File: config.mk
export PLATFORM = sky130hd
export DESIGN_NAME = led_pattern_seq
export DESIGN_NICKNAME = d
export VERILOG_FILES = /design/src/rtl/led_seq_pkg.sv /design/src/rtl/led_pattern_seq_tick_prescaler.sv /design/src/rtl/led_pattern_seq.sv
export SDC_FILE = /design/constraint.sdc
export NUM_CORES = 1
export LEC_CHECK = 0
export ABC_AREA = 1
export ABC_CLOCK_PERIOD_IN_PS = 2800
export CAP_MARGIN = 20
export CELL_PAD_IN_SITES_DETAIL_PLACEMENT = 0
export CELL_PAD_IN_SITES_GLOBAL_PLACEMENT = 2
export CORE_MARGIN = 5
export CORE_UTILIZATION = 33
export CTS_CLUSTER_DIAMETER = 80
export DETAILED_ROUTE_END_ITERATION = 12
export HOLD_SLACK_MARGIN = 0.02
export PLACE_DENSITY_LB_ADDON = 0.1
export SLEW_MARGIN = 20
export SYNTH_ARGS = -nofsm -noshare
export SYNTH_HDL_FRONTEND = slang
export SYNTH_SLANG_ARGS = --single-unit
File: constraint.sdc
create_clock -name clock -period 2.8 [get_ports clock]
set_clock_uncertainty 0.1 [all_clocks]
set_input_delay 0.42 -clock clock [delete_from_list [all_inputs] [get_ports clock]]
set_output_delay 0.42 -clock clock [all_outputs]
set_load 0.02 [all_outputs]
File: src/rtl/led_seq_pkg.sv
// Shared encodings for the LED pattern sequencer: pattern modes and ping-pong direction.
package led_seq_pkg;

    localparam logic [1:0] MODE_SHIFT    = 2'd0;
    localparam logic [1:0] MODE_PINGPONG = 2'd1;
    localparam logic [1:0] MODE_MIRROR   = 2'd2;
    localparam logic [1:0] MODE_BLINK    = 2'd3;

    typedef enum logic {
        BOUNCE_UP   = 1'b0,
        BOUNCE_DOWN = 1'b1
    } bounce_e;

endpackage

File: src/rtl/led_pattern_seq_tick_prescaler.sv
// Free-running step prescaler: one combinational tick every i_limit+1 enabled cycles.
module tick_prescaler #(
    parameter int PRESC_W = 32
) (
    input  logic               clock,
    input  logic               i_reset,
    input  logic               i_enable,
    input  logic               i_clear,
    input  logic [PRESC_W-1:0] i_limit,
    output logic               o_tick
);

    logic [PRESC_W-1:0] cnt_q, cnt_d;

    // '>=' rather than '==' so a limit lowered below the running count ticks at once.
    always_comb begin
        cnt_d  = cnt_q;
        o_tick = 1'b0;
        if (i_clear) begin
            cnt_d = '0;
        end else if (i_enable) begin
            if (cnt_q >= i_limit) begin
                cnt_d  = '0;
                o_tick = 1'b1;
            end else begin
                cnt_d = cnt_q + PRESC_W'(1);
            end
        end
    end

    always_ff @(posedge clock) begin
        if (i_reset) begin
            cnt_q <= '0;
        end else begin
            cnt_q <= cnt_d;
        end
    end

endmodule

File: src/rtl/led_pattern_seq.sv
// LED bank sequencer: shift, ping-pong, mirror and blink patterns advanced by a prescaled tick.
module led_pattern_seq #(
    parameter int N_LEDS  = 4,
    parameter int PRESC_W = 32
) (
    input  logic               clock,
    input  logic               i_reset,
    input  logic               i_enable,
    input  logic               i_dir,
    input  logic [1:0]         i_mode,
    input  logic [PRESC_W-1:0] i_limit,
    output logic [N_LEDS-1:0]  o_leds,
    output logic               o_tick,
    output logic               o_wrap
);

    import led_seq_pkg::*;

    localparam int POS_W = (N_LEDS > 1) ? $clog2(N_LEDS) : 1;
    localparam int HALF  = (N_LEDS + 1) / 2;
    localparam logic [POS_W-1:0] POS_LAST      = POS_W'(N_LEDS - 1);
    localparam logic [POS_W-1:0] POS_HALF_LAST = POS_W'(HALF - 1);

    if (N_LEDS < 2) begin : g_bad_n_leds
        $error("led_pattern_seq: N_LEDS must be at least 2");
    end

    logic [1:0]        mode_q, mode_d;
    logic [POS_W-1:0]  pos_q, pos_d;
    bounce_e           bounce_q, bounce_d;
    logic              phase_q, phase_d;
    logic [N_LEDS-1:0] leds_q, leds_d;
    logic              tick_q, tick_d;
    logic              wrap_q, wrap_d;
    logic              mode_change;
    logic              step;

    assign mode_change = (i_mode != mode_q);

    tick_prescaler #(.PRESC_W(PRESC_W)) u_prescaler (
        .clock    (clock),
        .i_reset  (i_reset),
        .i_enable (i_enable),
        .i_clear  (mode_change),
        .i_limit  (i_limit),
        .o_tick   (step)
    );

    // The LED register always shows the state as it stood before this edge.
    always_comb begin
        leds_d = '0;
        case (mode_q)
            MODE_SHIFT, MODE_PINGPONG: leds_d[pos_q] = 1'b1;
            MODE_MIRROR: begin
                leds_d[pos_q]            = 1'b1;
                leds_d[POS_LAST - pos_q] = 1'b1;
            end
            default: leds_d = phase_q ? '0 : '1;
        endcase
    end

    always_comb begin
        mode_d   = mode_q;
        pos_d    = pos_q;
        bounce_d = bounce_q;
        phase_d  = phase_q;
        tick_d   = step;
        wrap_d   = 1'b0;
        if (mode_change) begin
            mode_d   = i_mode;
            pos_d    = '0;
            bounce_d = BOUNCE_UP;
            phase_d  = 1'b0;
        end else if (step) begin
            case (mode_q)
                MODE_SHIFT: begin
                    if (i_dir) begin
                        wrap_d = (pos_q == POS_LAST);
                        pos_d  = wrap_d ? '0 : pos_q + POS_W'(1);
                    end else begin
                        wrap_d = (pos_q == '0);
                        pos_d  = wrap_d ? POS_LAST : pos_q - POS_W'(1);
                    end
                end
                MODE_PINGPONG: begin
                    if (bounce_q == BOUNCE_UP) begin
                        pos_d = pos_q + POS_W'(1);
                        if (pos_d == POS_LAST) bounce_d = BOUNCE_DOWN;
                    end else begin
                        pos_d = pos_q - POS_W'(1);
                        if (pos_d == '0) begin
                            bounce_d = BOUNCE_UP;
                            wrap_d   = 1'b1;
                        end
                    end
                end
                MODE_MIRROR: begin
                    if (i_dir) begin
                        wrap_d = (pos_q == POS_HALF_LAST);
                        pos_d  = wrap_d ? '0 : pos_q + POS_W'(1);
                    end else begin
                        wrap_d = (pos_q == '0);
                        pos_d  = wrap_d ? POS_HALF_LAST : pos_q - POS_W'(1);
                    end
                end
                default: begin
                    wrap_d  = phase_q;
                    phase_d = ~phase_q;
                end
            endcase
        end
    end

    always_ff @(posedge clock) begin
        if (i_reset) begin
            mode_q   <= MODE_SHIFT;
            pos_q    <= '0;
            bounce_q <= BOUNCE_UP;
            phase_q  <= 1'b0;
            leds_q   <= '0;
            tick_q   <= 1'b0;
            wrap_q   <= 1'b0;
        end else begin
            mode_q   <= mode_d;
            pos_q    <= pos_d;
            bounce_q <= bounce_d;
            phase_q  <= phase_d;
            leds_q   <= leds_d;
            tick_q   <= tick_d;
            wrap_q   <= wrap_d;
        end
    end

    assign o_leds = leds_q;
    assign o_tick = tick_q;
    assign o_wrap = wrap_q;

endmodule

# Word-level counts from Yosys, hierarchy flattened
# Cells that the tools add are included.
# Widths: inputs -> output; s select.
# totals
register_bits	44
in_bits	38
# op_classes
n_bitwise	4
n_addsub	4
n_mux	26
magnitude_cmp	5
reduce_logical	13
eq_ne	6
# op_table
cell	n
$add 32x1->32 const B	1
$ge 32x32->1	1
$mux 32	1
$mux 2	7
$mux 1	12
$pmux 4 s2	1
$eq 2x2->1 const B	3
$logic_not 2->1	3
$lt 2x3->1 const B	2
$pmux 2 s3	1
$reduce_and 2->1	3
$reduce_or 3->1	2
$demux 1 s2	2
$eq 2x1->1 const B	2
$ge 2x1->1 const B	2
$mux 4	1
$or 4x4->4	1
$reduce_or 2->1	2
$not 1->1	3
$pmux 1 s3	1
$reduce_bool 3->1	1
$add 2x1->2 const B	1
$logic_and 1x1->1	2
$ne 2x2->1	1
2 further kinds	2

# Longest topological paths before layout
# Gate-level depths: netlist of run 1.
# logic_depth
ltp_word	7
mapped_depth	18

# Cells and area by module
# A second synthesis of run 1 with hierarchy kept.
# unflattened
cells_unflattened	455
hier_area_um2	3250.6
# by_module_without_submodules
module	cells_each	area_each_um2	n_inst
tick_prescaler	343	2447.3	1
led_pattern_seq	112	803.3	1

# Worst setup path before layout of run 1
# Ideal clock, no wire load.
# synth_path
kind	input to register
startpoint	input port i_limit[7]
endpoint	register u_prescaler.cnt_q[25]
stages	16
path_slack_ns	0.777
setup_ns	0.086
required_time_ns	2.614
t_arrival_ns	1.838
path_cell_list	inv_1 ha_1 nand2_1 inv_1 nand2_1 nand2_1 nor2_1 nand2_1 nand2_1 nand2_1 nand2_1 nand2_1 nand2_1 nand2_1 buf_2 a211oi_1
# synth_via
elab_chain_len	2
# synth_rtl
element	line_no	source
from (decl)	led_pattern_seq.sv:11	input logic [PRESC_W-1:0] i_limit,
$ge 32x32->1	led_pattern_seq_tick_prescaler.sv:22	if (cnt_q >= i_limit) begin
$mux 32	led_pattern_seq_tick_prescaler.sv:22	
to (signal assigned)	led_pattern_seq_tick_prescaler.sv:35	cnt_q <= cnt_d;
to (decl)	led_pattern_seq_tick_prescaler.sv:13	logic [PRESC_W-1:0] cnt_q, cnt_d;
# No other way between the ends.
# A chain may end at the register's enable or synchronous reset.

# Final worst setup path of run 1
# layout_path
startpoint	input port i_limit[7]
endpoint	register u_prescaler.cnt_q[10]
# Same word-level chain as after synthesis.

==> results.json, run 1 <==
{
  "status": "finished, final reports clean",
  "hpwl_microns": 6700,
  "clkSlewWorstSetupHoldPaths_ns": 0.10,
  "synth-seq-area-share_pct": 26.2,
  "grt_pass1_wl_microns": 14000,
  "gp_congestion": 0.766,
  "dieArea_sq_um": 12300,
  "synthDistinctLibCells": 31,
  "dpl.cell_count": 681,
  "post-route-period-util_pct": 85.1,
  "seq_area_sq_um": 881,
  "max_freq_ghz": 0.420,
  "rsz0062_at_grt": "false",
  "first_pass_iters": 4,
  "worstSetupEndpointType": "register",
  "overflow": 0,
  "drt-initial-drc-count": 151,
  "cap_violations": 0,
  "clkPwrFrac_pct": 39.4,
  "synth_nets": 583,
  "crit_top_cell": "nand2_1",
  "pin_count": 44,
  "crit_family": "simple AND/OR/NAND/NOR gates",
  "antenna_found_initial": 0,
  "clk_root_buffer_cell": "clkbuf_8",
  "mostFrequentLayoutCells": "nand2_1 (105), inv_1 (101), nor2_1 (55)",
  "instances_no_fill": 689,
  "hold_violations": 0,
  "crit_chain": "clkdlybuf4s50_1 > inv_1 > ha_1 > a21oi_1 > nand2_1 > nor2_1 > nand2_1 > nand2_1 > nand2_1 > nand2_1 > nand2_1 > nand2_1 > nand2_1 > buf_4 > nor3b_1",
  "insertion_delay_ns": 0.31,
  "min_period_ns": 2.38,
  "crit_path_top_delay_cell": "clkdlybuf4s50_1",
  "finalSetupTns_ns": 0,
  "syn-cell-area_sq_um": 3360,
  "layout.nets": 637,
  "fp.dieH_microns": 111,
  "p_sw_uw": 324,
  "cts_buffers": 5,
  "diodes": 0,
  "critical_path_arrival_ns": 2.52,
  "multi_input_area_sq_um": 2090,
  "num_rows": 36,
  "slew_violations": 0,
  "final_common_cell": "nand2_1",
  "route.antenna.remaining_nets": 0,
  "core_area_sq_um": 9860,
  "drive_above_1_share_pct": 5.76,
  "nFillCells": 1063,
  "cp-start-kind": "input pin",
  "leakagePower_nw": 1.86,
  "num_vias": 3128,
  "wl_microns": 8000,
  "hold_buffers": 0,
  "power.share.combinational_pct": 12.1,
  "area_growth_pct": 22.3,
  "syn_area_per_cell_sq_um": 6.71,
  "clk_path_buf_depth": 2,
  "htree_levels": 2,
  "slew-limit-headroom_pct": 66.6,
  "cp.required_ns": 2.93,
  "cts.sinks": 44,
  "path_class": "in2reg",
  "synth-seq-cells": 44,
  "numPortBuffers": 43,
  "wl_per_cell_microns": 11.6,
  "syn_inst": 501,
  "ctsResizeCount": 0,
  "crit_fanout": 14,
  "drc": 0,
  "pwr-share-seq_pct": 48.5,
  "fin_util_pct": 41.7,
  "tightest_slew_ns": 0.497,
  "post_cts_buffers": 0,
  "initial_core_util_pct": 34.1,
  "grt_max_degree": 16,
  "grt_pass1_vias": 3068,
  "power_density_nw_per_um2": 318,
  "die_x_microns": 111,
  "cp_num_buf_inv": 3,
  "worst_path_largest_cell_delay_ns": 0.46,
  "yosysWarningCount": 0,
  "hold_slack_ns": 0.416,
  "track_usage_pct": 13.4,
  "hold_path_class": "reg2reg",
  "cts_tree": "done",
  "vdd_drop_max_v": 0.000174,
  "viasPerCell": 4.54,
  "setup_viol_count_final": 0,
  "switching_share_pct": 24.8,
  "internal_power_uw": 983
}
==> state kept, by name, indices dropped and copies added (netlist names) <==
name,cells
pos_q,2
o_wrap,1
o_leds,4
phase_q,1
bounce_q,1
o_tick,1
u_prescaler.cnt_q,32
mode_q,2
==> cell usage after synthesis <==
cell type    n  share of area [%]
o21a_1       3               0.67
o21ai_1      1               0.15
buf_2        2               0.30
o21ai_0     31                4.6
inv_1      101                 11
nor2_4       5                1.7
a211oi_1     4               0.89
a21oi_1     28                4.2
buf_1        1               0.11
nor2_1      55                6.1
nand2_1    105                 12
or2_1        1               0.19
xor2_1       7                1.8
nand2_2      3               0.56
nand4_1     16                3.0
nor2_2       2               0.37
nand4_4      1               0.63
ha_1        44                 16
nor3_2       1               0.30
or2_0        1               0.19
dfxtp_1     44                 26
nor4_1       4               0.74
nand2_4      1               0.34
a31oi_1      1               0.19
nor3b_1      2               0.45
nor3_1      13                1.9
nand3b_1     2               0.45
nand3_1     11                1.6
nand3_2      4                1.2
xnor2_1      4                1.0
o21bai_1     3               0.67
==> final timing paths <==
path / depth (start not counted) / slack [ns] / endpoint / start
worst max-delay path: 15 / 0.42 / u_prescaler.cnt_q[10] / i_limit[7]
worst min-delay path: 2 / 0.42 / u_prescaler.cnt_q[0] / u_prescaler.cnt_q[0]
worst max register to register: 11 / 0.63 / u_prescaler.cnt_q[22] / u_prescaler.cnt_q[1]
worst min register to register: 2 / 0.42 / u_prescaler.cnt_q[0] / u_prescaler.cnt_q[0]
==> per-stage QoR <==
step                setup slack (ns)  cell area, sq um  total power, mW
floorplan                      0.777              3360            0.724
global placement              0.0235              4000            0.807
detailed placement            0.0418              4000            0.809
CTS                            0.369              4110             1.33
global route                  0.0960              4110             1.38
finish                         0.417              4110             1.31
==> metal layers <==
metal / part of all wire [%] / GRT usage (%) / vias up
li1: - / - / 1707
met2: 46 / 21.6 / 36
met1: 50 / 18.4 / 1378
met5: 0 / 0 / -
met4: 1.2 / 3.69 / 0
met3: 3.0 / 2.51 / 7
==> cell families (layout without fill, tap and decap cells) <==
group | Yosys count | count (layout) | synth area share (%)
buffers and inverters | 104 | 159 | 11.7
flip-flops | 44 | 44 | 26.2
adder cells (fa/ha/maj) | 44 | 44 | 16.4
AND/OR/NAND/NOR | 227 | 227 | 31.5
XOR/XNOR | 11 | 11 | 2.87
AO/OA/AOI/OAI | 71 | 71 | 11.4
==> tightest hold or removal path, cell delays in order (launching register included) <==
cell	delay, ns
dfxtp_1	0.35
nand2_1	0.08
a21oi_1	0.05
==> final cells by class <==
cell class	count	area share [%]
inverter	101	9.22
clock buffer	5	1.67
multi-input combinational	353	50.8
sequential	44	21.4
clock inverter	3	1.13
timing repair buffer	50	11.7
tap	133	4.05
==> power by group through the flow <==
stage	sequential [mW]	combinational [mW]	clock, mW
2_1_floorplan	0.651	0.0730	0
3_3_place_gp	0.648	0.159	0
3_5_place_dp	0.648	0.160	0
4_1_cts	0.634	0.161	0.536
5_1_grt	0.634	0.179	0.562
6_report	0.633	0.158	0.515
(Power assumes the default switching activity.)
==> run 2, diff against run 1 <==
--- a/config.mk
+++ b/config.mk
@@ -6,12 +6,12 @@
 export NUM_CORES = 1
 export LEC_CHECK = 0
 export ABC_AREA = 1
-export ABC_CLOCK_PERIOD_IN_PS = 2800
+export ABC_CLOCK_PERIOD_IN_PS = 2450
 export CAP_MARGIN = 20
 export CELL_PAD_IN_SITES_DETAIL_PLACEMENT = 0
 export CELL_PAD_IN_SITES_GLOBAL_PLACEMENT = 2
 export CORE_MARGIN = 5
-export CORE_UTILIZATION = 33
+export CORE_UTILIZATION = 31
 export CTS_CLUSTER_DIAMETER = 80
 export DETAILED_ROUTE_END_ITERATION = 12
 export HOLD_SLACK_MARGIN = 0.02
==> constraint.sdc (replaced) <==
create_clock -name clock -period 2.45 [get_ports clock]
set_clock_uncertainty 0.1 [all_clocks]
set_input_delay 0.3675 -clock clock [delete_from_list [all_inputs] [get_ports clock]]
set_output_delay 0.3675 -clock clock [all_outputs]
set_load 0.02 [all_outputs]
==> results.json, run 2 (same netlist as run 1, synthesis figures left out) <==
{
  "initial_core_util_pct": 31.3,
  "htree_levels": 2,
  "min_to": "u_prescaler.cnt_q[0]",
  "grt_pass1_vias": 3151,
  "largest_reg_flops": 32,
  "max_freq_ghz": 0.442,
  "finalSetupTns_ns": 0,
  "grt_pass1_wl_microns": 14400,
  "num_vias": 3153,
  "tightest_slew_ns": 0.510,
  "min_period_ns": 2.26,
  "crit_chain": "clkdlybuf4s50_1 > inv_1 > ha_1 > nand4_1 > nor2_2 > nor2_2 > nand2_2 > nand2_2 > nand2_2 > nand2_1 > nand2_2 > buf_6 > nand4_1 > o21bai_1 > nor2_1",
  "cp_num_buf_inv": 3,
  "first_pass_iters": 4,
  "cap_violations": 0,
  "power.total_mw": 1.41,
  "core_area_sq_um": 10700,
  "crit_family": "simple AND/OR/NAND/NOR gates",
  "grt_max_degree": 14,
  "slew-limit-headroom_pct": 65.8,
  "status": "finished, final reports clean",
  "clkSlewWorstSetupHoldPaths_ns": 0.09,
  "leakagePower_nw": 1.93,
  "crit_path_top_delay_cell": "clkdlybuf4s50_1",
  "numPortBuffers": 43,
  "worstSetupEndpointType": "register",
  "layout.nets": 654,
  "dieArea_sq_um": 13000,
  "cts_tree": "done",
  "hold_path_class": "reg2reg",
  "num_rows": 38,
  "vdd_drop_max_v": 0.000192,
  "hpwl_microns": 6910,
  "pin_count": 44,
  "slew_violations": 0,
  "cts_buffers": 5,
  "hold_violations": 0,
  "layout_setup_ws_ns": 0.190,
  "wl_microns": 8530,
  "hold_buffers": 0,
  "whs_path_depth": 2,
  "hold_start": "u_prescaler.cnt_q[0]",
  "track_usage_pct": 13.5,
  "crit_top_cell": "nand2_2",
  "die_x_microns": 114,
  "viasPerCell": 4.42,
  "route.antenna.remaining_nets": 0,
  "antenna_found_initial": 0,
  "cp.required_ns": 2.55,
  "critical_path_arrival_ns": 2.36,
  "insertion_delay_ns": 0.30,
  "diodes": 0,
  "clk_path_buf_depth": 2,
  "clk_root_buffer_cell": "clkbuf_8",
  "gp_congestion": 0.810,
  "post-route-period-util_pct": 92.3,
  "crit_fanout": 4,
  "cp-start-kind": "input pin",
  "worst-r2r-setup-slack_ns": 0.30,
  "drc": 0,
  "power_density_nw_per_um2": 331,
  "cts.sinks": 44,
  "setup_viol_count_final": 0,
  "r2r_cells": 14,
  "wl_per_cell_microns": 12.0,
  "regMostFlops": "u_prescaler.cnt_q",
  "drive_above_1_share_pct": 11.0,
  "pre_cts_ws_ns": -0.300,
  "drt-initial-drc-count": 87,
  "overflow": 0,
  "post_cts_buffers": 0,
  "path_class": "in2reg",
  "rsz0062_at_grt": "false",
  "area_growth_pct": 27.3,
  "mostFrequentLayoutCells": "inv_1 (98), nand2_1 (98), nor2_1 (53)",
  "fp.dieH_microns": 114,
  "reg2reg_to": "pos_q[0]",
  "worst_path_largest_cell_delay_ns": 0.45,
  "r2r_start": "u_prescaler.cnt_q[0]"
}
run 2: worst reg2reg max path, cell delays in order (launching register included):
cell	delay (ns)
dfxtp_1	0.39
inv_1	0.08
ha_1	0.28
nand4_1	0.12
nor2_2	0.13
nor2_2	0.05
nand2_2	0.10
nand2_2	0.06
nand2_2	0.07
nand2_1	0.06
nand2_2	0.09
buf_6	0.11
nand4_1	0.17
o21bai_1	0.19
nor2_1	0.05
run 2: worst max path at each step:
stage / start / to / slack [ns] / cells past startpoint
finish: i_limit[3] / pos_q[0] / 0.19 / 15
global route: i_limit[7] / pos_q[0] / 0.01 / 17
CTS: i_limit[7] / u_prescaler.cnt_q[25] / 0.004 / 15
detailed placement: i_limit[7] / u_prescaler.cnt_q[10] / -0.30 / 15
global placement: i_limit[7] / u_prescaler.cnt_q[30] / -0.27 / 15
floorplan: i_limit[7] / u_prescaler.cnt_q[25] / 0.48 / 16
run 2: final cells by class:
| type | instances | area [sq um] |
|---|---|---|
| Inverter | 101 | 379 |
| Sequential cell | 44 | 881 |
| Timing Repair Buffer | 67 | 616 |
| Fill cell | 1196 | 6470 |
| Clock buffer | 8 | 90.1 |
| Multi-Input combinational cell | 353 | 2140 |
| Tap cell | 140 | 175 |
run 2: per-stage QoR:
stage	instance area [sq um]	std cells	util, %	hold slack [ns]
2_1_floorplan	3360	501	-	0.337
3_3_place_gp	4130	704	38.4	0.394
3_5_place_dp	4130	704	38.4	0.402
4_1_cts	4220	712	39.2	0.430
5_1_grt	4280	713	39.8	0.457
6_report	4280	713	39.8	0.426
run 2: metal layers:
| layer | vias up | part of all wire (%) | global-route usage [%] |
|---|---|---|---|
| met2 | 33 | 43 | 22.2 |
| li1 | 1747 | - | - |
| met1 | 1363 | 52 | 18.4 |
| met5 | - | 0 | 0 |
| met4 | 0 | 1.7 | 3.96 |
| met3 | 10 | 2.6 | 2.11 |
run 2: timing repair:
item / 4_1_cts / 5_1_grt
endpoints found under the hold margin: 0 / 0
gates resized for setup: 0 / 19
setup endpoints to repair: 0 / 35
run 2: power by group:
group	internal, mW	total (mW)	switching [mW]
Clock	0.231	0.497	0.266
Sequential	0.720	0.724	0.00394
Combinational	0.103	0.194	0.0912
